==> src/rtl/ff_t_counter_ctrl_if.sv <==
// Command/status bundle between the counter sequencer and its driver/bank side.
interface ff_t_counter_ctrl_if #(
  parameter int WIDTH = 4
);
  logic             start;
  logic             stop;
  logic             dir;
  logic             oneshot;
  logic             load_req;
  logic [WIDTH-1:0] load_val;
  logic [WIDTH-1:0] q_fb;
  logic [WIDTH-1:0] t_out;
  logic             ff_enable;
  logic             busy;
  logic             tc;
  logic [1:0]       state;

  modport master (
    output start, stop, dir, oneshot, load_req, load_val, q_fb,
    input  t_out, ff_enable, busy, tc, state
  );

  modport slave (
    input  start, stop, dir, oneshot, load_req, load_val, q_fb,
    output t_out, ff_enable, busy, tc, state
  );
endinterface

==> src/rtl/ff_t_counter_ctrl.sv <==
// Sequencer turning a bank of negedge T flip-flops into a modulo-(MAX_VAL+1)
// up/down counter with parallel load, hold and one-shot run.
module ff_t_counter_ctrl #(
  parameter int WIDTH   = 4,
  parameter int MAX_VAL = 9
) (
  input  logic                clk,
  input  logic                clr,
  ff_t_counter_ctrl_if.slave  bus
);
  typedef enum logic [1:0] {IDLE = 2'b00, RUN = 2'b01, HOLD = 2'b10, LOAD = 2'b11} st_e;

  localparam logic [WIDTH-1:0] MAXV = WIDTH'(MAX_VAL);

  st_e              state_q, state_d, ret_q, ret_d, eff;
  logic [WIDTH-1:0] t_q, t_d;
  logic             en_q, en_d, tc_q, tc_d;
  logic [WIDTH-1:0] up_t, dn_t, ld_val;
  logic             wrap, cnt;

  // Toggle masks: bit i flips when all lower bits are 1 (up) or 0 (down).
  assign up_t[0] = 1'b1;
  assign dn_t[0] = 1'b1;
  for (genvar i = 1; i < WIDTH; i++) begin : g_pre
    assign up_t[i] = up_t[i-1] &  bus.q_fb[i-1];
    assign dn_t[i] = dn_t[i-1] & ~bus.q_fb[i-1];
  end

  assign ld_val = (bus.load_val > MAXV) ? MAXV : bus.load_val;
  assign wrap   = bus.dir ? (bus.q_fb >= MAXV) : (bus.q_fb == '0);

  // LOAD is transparent: commands are judged against the state it interrupted.
  assign eff = (state_q == LOAD) ? ret_q : state_q;
  assign cnt = !bus.load_req && !bus.stop &&
               ((eff == RUN) || (((eff == IDLE) || (eff == HOLD)) && bus.start));

  always_ff @(posedge clk or negedge clr) begin
    if (!clr) begin
      state_q <= IDLE;
      ret_q   <= IDLE;
      t_q     <= '0;
      en_q    <= 1'b0;
      tc_q    <= 1'b0;
    end else begin
      state_q <= state_d;
      ret_q   <= ret_d;
      t_q     <= t_d;
      en_q    <= en_d;
      tc_q    <= tc_d;
    end
  end

  always_comb begin
    state_d = eff;
    ret_d   = ret_q;
    if (bus.load_req) begin
      state_d = LOAD;
      ret_d   = eff;
    end else begin
      case (eff)
        IDLE, HOLD: if (!bus.stop && bus.start) state_d = RUN;
        RUN: begin
          if (bus.stop)                             state_d = HOLD;
          // one-shot: tc pulse is issued while still in RUN, IDLE follows
          else if (wrap && bus.oneshot && tc_q)     state_d = IDLE;
        end
        default: state_d = IDLE;
      endcase
    end
  end

  always_comb begin
    t_d  = '0;
    en_d = 1'b0;
    tc_d = 1'b0;
    if (bus.load_req) begin
      t_d  = bus.q_fb ^ ld_val;
      en_d = 1'b1;
    end else if (cnt) begin
      en_d = 1'b1;
      if (!wrap) begin
        t_d = bus.dir ? up_t : dn_t;
      end else if (bus.oneshot) begin
        if (eff == RUN && tc_q) en_d = 1'b0;
        else                    tc_d = 1'b1;
      end else begin
        tc_d = 1'b1;
        t_d  = bus.dir ? bus.q_fb : (bus.q_fb ^ MAXV);
      end
    end
  end

  assign bus.t_out     = t_q;
  assign bus.ff_enable = en_q;
  assign bus.tc        = tc_q;
  assign bus.state     = state_q;
  assign bus.busy      = (state_q == RUN) || (state_q == LOAD);
endmodule
==> src/flat_wrapper.sv <==
// flat-port wrapper written by rule: the top's interface ports become plain ports
module ff_t_counter_ctrl_flat 
#(
  parameter int WIDTH   = 4,
  parameter int MAX_VAL = 9
)
  (clk, clr, bus_start, bus_stop, bus_dir, bus_oneshot, bus_load_req, bus_load_val, bus_q_fb, bus_t_out, bus_ff_enable, bus_busy, bus_tc, bus_state);
  ff_t_counter_ctrl_if #(.WIDTH(WIDTH)) bus_i ();
  input  logic clk;
  input  logic clr;
  input wire logic [$bits(bus_i.start)-1:0] bus_start;
  input wire logic [$bits(bus_i.stop)-1:0] bus_stop;
  input wire logic [$bits(bus_i.dir)-1:0] bus_dir;
  input wire logic [$bits(bus_i.oneshot)-1:0] bus_oneshot;
  input wire logic [$bits(bus_i.load_req)-1:0] bus_load_req;
  input wire logic [$bits(bus_i.load_val)-1:0] bus_load_val;
  input wire logic [$bits(bus_i.q_fb)-1:0] bus_q_fb;
  output wire logic [$bits(bus_i.t_out)-1:0] bus_t_out;
  output wire logic [$bits(bus_i.ff_enable)-1:0] bus_ff_enable;
  output wire logic [$bits(bus_i.busy)-1:0] bus_busy;
  output wire logic [$bits(bus_i.tc)-1:0] bus_tc;
  output wire logic [$bits(bus_i.state)-1:0] bus_state;
  assign bus_i.start = bus_start;
  assign bus_i.stop = bus_stop;
  assign bus_i.dir = bus_dir;
  assign bus_i.oneshot = bus_oneshot;
  assign bus_i.load_req = bus_load_req;
  assign bus_i.load_val = bus_load_val;
  assign bus_i.q_fb = bus_q_fb;
  assign bus_t_out = bus_i.t_out;
  assign bus_ff_enable = bus_i.ff_enable;
  assign bus_busy = bus_i.busy;
  assign bus_tc = bus_i.tc;
  assign bus_state = bus_i.state;
  ff_t_counter_ctrl #(.WIDTH(WIDTH), .MAX_VAL(MAX_VAL)) u_core (.clk(clk), .clr(clr), .bus(bus_i));
endmodule
==> config.mk <==
export PLATFORM = sky130hd
export DESIGN_NAME = ff_t_counter_ctrl_flat
export DESIGN_NICKNAME = d
export VERILOG_FILES = /design/src/rtl/ff_t_counter_ctrl_if.sv /design/src/rtl/ff_t_counter_ctrl.sv /design/src/flat_wrapper.sv
export SDC_FILE = /design/constraint.sdc
export NUM_CORES = 1
export LEC_CHECK = 0
export ABC_CLOCK_PERIOD_IN_PS = 1500
export CAP_MARGIN = 25
export CORE_AREA = 2 2 42 44
export CTS_BUF_LIST = sky130_fd_sc_hd__clkbuf_4
export DETAILED_ROUTE_END_ITERATION = 16
export DIE_AREA = 0 0 44 46
export PLACE_DENSITY_LB_ADDON = 0.25
export SLEW_MARGIN = 30
export SYNTH_ARGS = -nofsm -noshare
export SYNTH_HDL_FRONTEND = slang
export SYNTH_SLANG_ARGS = --single-unit
==> constraint.sdc <==
create_clock -name clk -period 1.5 [get_ports clk]
set_input_delay 0.15 -clock clk [delete_from_list [all_inputs] [get_ports clk]]
set_output_delay 0.15 -clock clk [all_outputs]
set_load 0.01 [all_outputs]
### Word-level counts from Yosys, hierarchy flattened

Index checks and enable logic that the tools add are counted.

* bitwise gates (word level): 9
* equal/unequal tests: 4
* mux-type cells: 22
* order comparisons: 2
* reductions and logical operators: 15

Operator list (count)
* 2-to-1 mux 4 bit: 7
* 2-to-1 mux 2 bit: 5
* 2-to-1 mux 1 bit: 9
* logical AND 1 bit: 7
* bitwise AND 1 bit: 4
* equality test 2 x 1 -> 1 bit, second input constant: 2
* equality test 2 bit, second input constant: 2
* >= comparator 4 bit, second input constant: 1
* > comparator 4 bit, second input constant: 1
* zero test 4 bit: 1
* case mux 2 bit (2 select lines): 1
* XOR 4 bit: 1
* logical OR 1 bit: 3
* inverter 1 bit: 3
* zero test 1 bit: 2
* zero test 2 bit: 1
* inverter 2 bit: 1
* OR reduction 2 bit: 1

* register bits after elaboration: 10
* logic and storage cells: 57
* input port bits: 15
* output and inout bits: 9

### Longest topological paths before layout

Gate-level depths: netlist of run 1.

* depth in word-level cells: 9
* gate-level depth with buffers: 5
* mapped depth without buffers: 4

### Least setup slack after synthesis of run 1

No wires, ideal clock.

* path type: register to register
* start point: register u_core.state_q[1] (netlist: u_core.bus.state[1])
* end point: register u_core.t_q[1] (netlist: u_core.bus.t_out[1])
* slack: 0.160 ns
* cell stages (with the launch flop): 5
* data arrival time: 1.239 ns
* path buffers: 0
* required time: 1.399 ns
* clock period less this slack: 1.340 ns
* setup time: 0.101 ns
* cells stage by stage: dfrtp_1 nor3b_1 nor3_1 nand3_1 o32ai_1

* cells in the longest elaborated chain, start to end: 9
* elaborated cells between the ends (all ways): 11
* classes of those cells: eq/ne (3); mux (3); reduce/logical (5)

RTL lines
* from (decl): line ff_t_counter_ctrl.sv:15 `st_e state_q, state_d, ret_q, ret_d, eff;`
* from (signal assigned): line ff_t_counter_ctrl.sv:45 `state_q <= state_d;`
* equality test 2 bit: line ff_t_counter_ctrl.sv:33 `assign eff = (state_q == LOAD) ? ret_q : state_q;`
* 2-to-1 mux 2 bit *: line ff_t_counter_ctrl.sv:33
* equality test 2 bit / zero test 2 bit (equally long branches): line ff_t_counter_ctrl.sv:35 `((eff == RUN) || (((eff == IDLE) || (eff == HOLD)) && bus.start));`
* logical OR 1 bit: line ff_t_counter_ctrl.sv:35
* logical AND 1 bit: line ff_t_counter_ctrl.sv:35
* logical OR 1 bit *: line ff_t_counter_ctrl.sv:35
* logical AND 1 bit *: line ff_t_counter_ctrl.sv:34 `assign cnt = !bus.load_req && !bus.stop &&`
* 2-to-1 mux 4 bit *: line ff_t_counter_ctrl.sv:79 `end else if (cnt) begin`
* 2-to-1 mux 4 bit *: line ff_t_counter_ctrl.sv:76 `if (bus.load_req) begin`
* named net u_core.t_d[1]: line ff_t_counter_ctrl.sv:16 `logic [WIDTH-1:0] t_q, t_d;`
* to (signal assigned): line ff_t_counter_ctrl.sv:47 `t_q <= t_d;`
* to (decl): line ff_t_counter_ctrl.sv:16

The timed path passes the listed nets; every way through them passes the cells marked *.
A chain may end at the register's enable or synchronous reset.

### Final worst setup path of run 1

* start point: register u_core.state_q[0] (netlist: u_core.bus.state[0])
* end point: output port bus_busy

* cells in the longest elaborated chain, start to end: 2
* elaborated cells between the ends (all ways): 3
* classes of those cells: eq/ne (2); reduce/logical (1)

RTL lines
* equality test 2 x 1 -> 1 bit / equality test 2 bit (equally long branches): line ff_t_counter_ctrl.sv:97 `assign bus.busy = (state_q == RUN) || (state_q == LOAD);`
* logical OR 1 bit *: line ff_t_counter_ctrl.sv:97
* to (decl): line flat_wrapper.sv:20 `output wire logic [$bits(bus_i.busy)-1:0] bus_busy;`

Mark *: on every way between the ends. The rest lies on a longest branch, timed or not.

==> results of run 1 <==
-- power breakdown --
group / internal [mW] / switching [mW]
Sequential: 0.321 / 0.0398
Clock: 0.0961 / 0.0898
Combinational: 0.211 / 0.174
Total: 0.629 / 0.303
-- stage by stage --
stage | area [µm²] | utilization [%] | std cells | setup slack, ns | power, mW
after floorplan | 694.4 | - | 85 | 0.1603 | 0.5574
after global placement | 994.7 | 61.63 | 131 | -0.1772 | 0.7352
after detailed placement | 994.7 | 61.63 | 131 | -0.2098 | 0.7452
after CTS | 1021 | 63.26 | 135 | 0.04012 | 0.9342
after global routing | 1041 | 64.50 | 135 | 0.003554 | 0.9978
final | 1041 | 64.50 | 135 | 0.07068 | 0.9319
-- flip-flops by register name (all words and copies together) (netlist names) --
name                  flops
u_core.ret_q              2
u_core.bus.ff_enable      1
u_core.bus.t_out          4
u_core.bus.state          2
u_core.bus.tc             1
-- cells in the mapped netlist (2+ instances only) --
master	count	area share, %
nor2_1	13	7.0
dfrtp_1	10	36
o21ai_0	8	5.8
nand3_1	5	3.6
nor2b_1	5	4.5
nand2_1	4	2.2
nor3_1	4	2.9
xnor2_1	4	5.0
clkbuf_1	3	1.6
inv_1	3	1.6
nand2b_1	3	2.7
o32ai_1	3	3.8
a21oi_1	2	1.4
buf_6	2	3.2
nand3b_1	2	2.2
-- metal layers --
| metal | up-vias | track usage (%) | part of all wire, % |
|---|---|---|---|
| li1 | 368 | - | - |
| met1 | 348 | 17.73 | 40 |
| met2 | 23 | 35.29 | 53 |
| met3 | 6 | 1.190 | 4.0 |
| met4 | 0 | 13.33 | 2.9 |
| met5 | - | 0 | 0 |
-- critical path: stages (launching register included) --
cell and delay, ns:
dfrtp_1 0.34, buf_4 0.14, clkdlybuf4s50_1 0.53
-- logic make-up after synthesis --
| kind of cell | count (synthesis) | synth area share (%) |
|---|---|---|
| AO/OA/AOI/OAI | 20 | 19.82 |
| XOR/XNOR | 4 | 5.045 |
| buffers and inverters | 10 | 8.108 |
| flip-flops | 10 | 36.04 |
| AND/OR/NAND/NOR | 41 | 30.99 |
-- worst min path at each step --
stage                                      to  startpoint  cells past startpoint
4_1_cts         u_core.bus.state[1]$_DFF_PN0_         clr                      1
3_3_place_gp      u_core.ret_q[0]$_DFFE_PN0P_         clr                      1
6_report        u_core.bus.t_out[1]$_DFF_PN0_         clr                      1
5_1_grt           u_core.ret_q[0]$_DFFE_PN0P_         clr                      1
3_5_place_dp      u_core.ret_q[0]$_DFFE_PN0P_         clr                      1
2_1_floorplan  u_core.bus.ff_enable$_DFF_PN0_         clr                      0
-- area by class of cell --
type | count | share of cell area (%)
clock buffers | 3 | 2.163
multi-input cells | 65 | 38.94
repair buffers | 35 | 31.01
inverters | 4 | 1.442
well taps | 17 | 2.043
flip-flops and latches | 10 | 24.04
clock inverters | 1 | 0.3606
-- timing repair --
item / 4_1_cts / 5_1_grt
resized for setup: 0 / 4
hold buffers: 0 / 0
setup endpoints to repair: 0 / 4
==> run metrics, run 1 <==
status finished clean; syn_area_per_cell 8.170 µm²; Cell variety after synth 29; vias in the first global route 697; Starting DRT DRC Count 7; final global-route overflow total 0; commonest cells after routing, fill and taps aside clkdlybuf4s50_1 (22), nor2_1 (13), buf_4 (12); CP required 1.35 ns; RR Endpoint u_core.bus.t_out[1]$_DFF_PN0_; clock slew at reported path FFs 0.06 ns; port buffer count 23; Total GRT Usage 18.11%; fin crit period 1.429 ns; Routability Congestion 0.8489; Setup Skew 0.001781 ns; CTS Buffer Depth 2; crit end category primary output; Max VDD drop 358.9 µV; Slew Viols, Final 0; post-CTS setup buffer count 0; Die X-Extent 44 µm; clk_lat worst skew 0.26 ns; startpoint types flop; Multi-input gate area 405.4 µm²; Fillers 136; worst r2r src u_core.ret_q[0]$_DFFE_PN0P_; commonest non-fill, non-tap cell in the layout clkdlybuf4s50_1; # DRC 0; FF-to-FF path depth 4; largest net degree at the start of global routing 11; Mapped Cells 85; FMAX 0.6996 GHz; Nets 134; Post-synth EDFFs 0; DP HPWL 1.352 mm; HP Class input pin to async pin; via count 745; Worst Setup SP u_core.bus.state[0]$_DFF_PN0_; drt first pass iters 4; Initial Util 43.02%; setup_tns 0 ns; DR WL/cell 12.21 µm; Die Area 2024 µm²; core area 1614 µm²; first-pass GRT wire length 2.663 mm; H-tree depth 1; crit path max fanout 8; predominant post-synthesis flop cell dfrtp_1; ant diodes 0; Die Span Y 46 µm; Synth async-reset ratio 100.0%; Worst Setup EP bus_busy; mapped cell area 694.4 µm²; Final setup viols 0; WS Path Type flop to primary output; ANT nets after route 0; # IOs 24; Worst-Margin Slew 0.4457 ns; Area Overhead vs Synth 49.91%; initial antenna violation count 0; final worst-path cycle share 95.29%; sequential share of the synthesized area 36.04%; hold_ws 0.1987 ns; Yosys reg bits 10; number of max-cap violations 0; WL final 1.649 mm; RSZ-0062 raised after global routing no; Num CTS Buffers 3; vias per cell 5.519; R2R Setup Slk 0.14 ns; share of layout cells above drive strength 1 17.80%; Static Leak 0.4334 nW; warnings from Yosys 0; Hold Vio Cnt, Final 0; worst rel slew slack 70.19%; clk sinks 10; Syn Nets 100; Pwr Density 895.2 nW/µm²; clock root buffer clkbuf_4; num rows 15; Arr. time, crit path 1.28 ns; TritonCTS clock tree done; FF+latch area 250.2 µm²
Power figures use the tool's default switching activity.
==> inputs of run 2 (changes only) <==
- SKIP_CTS_REPAIR_TIMING: default -> 1
==> results of run 2 <==
Final layout, timing and power as in run 1 (identical DEF).
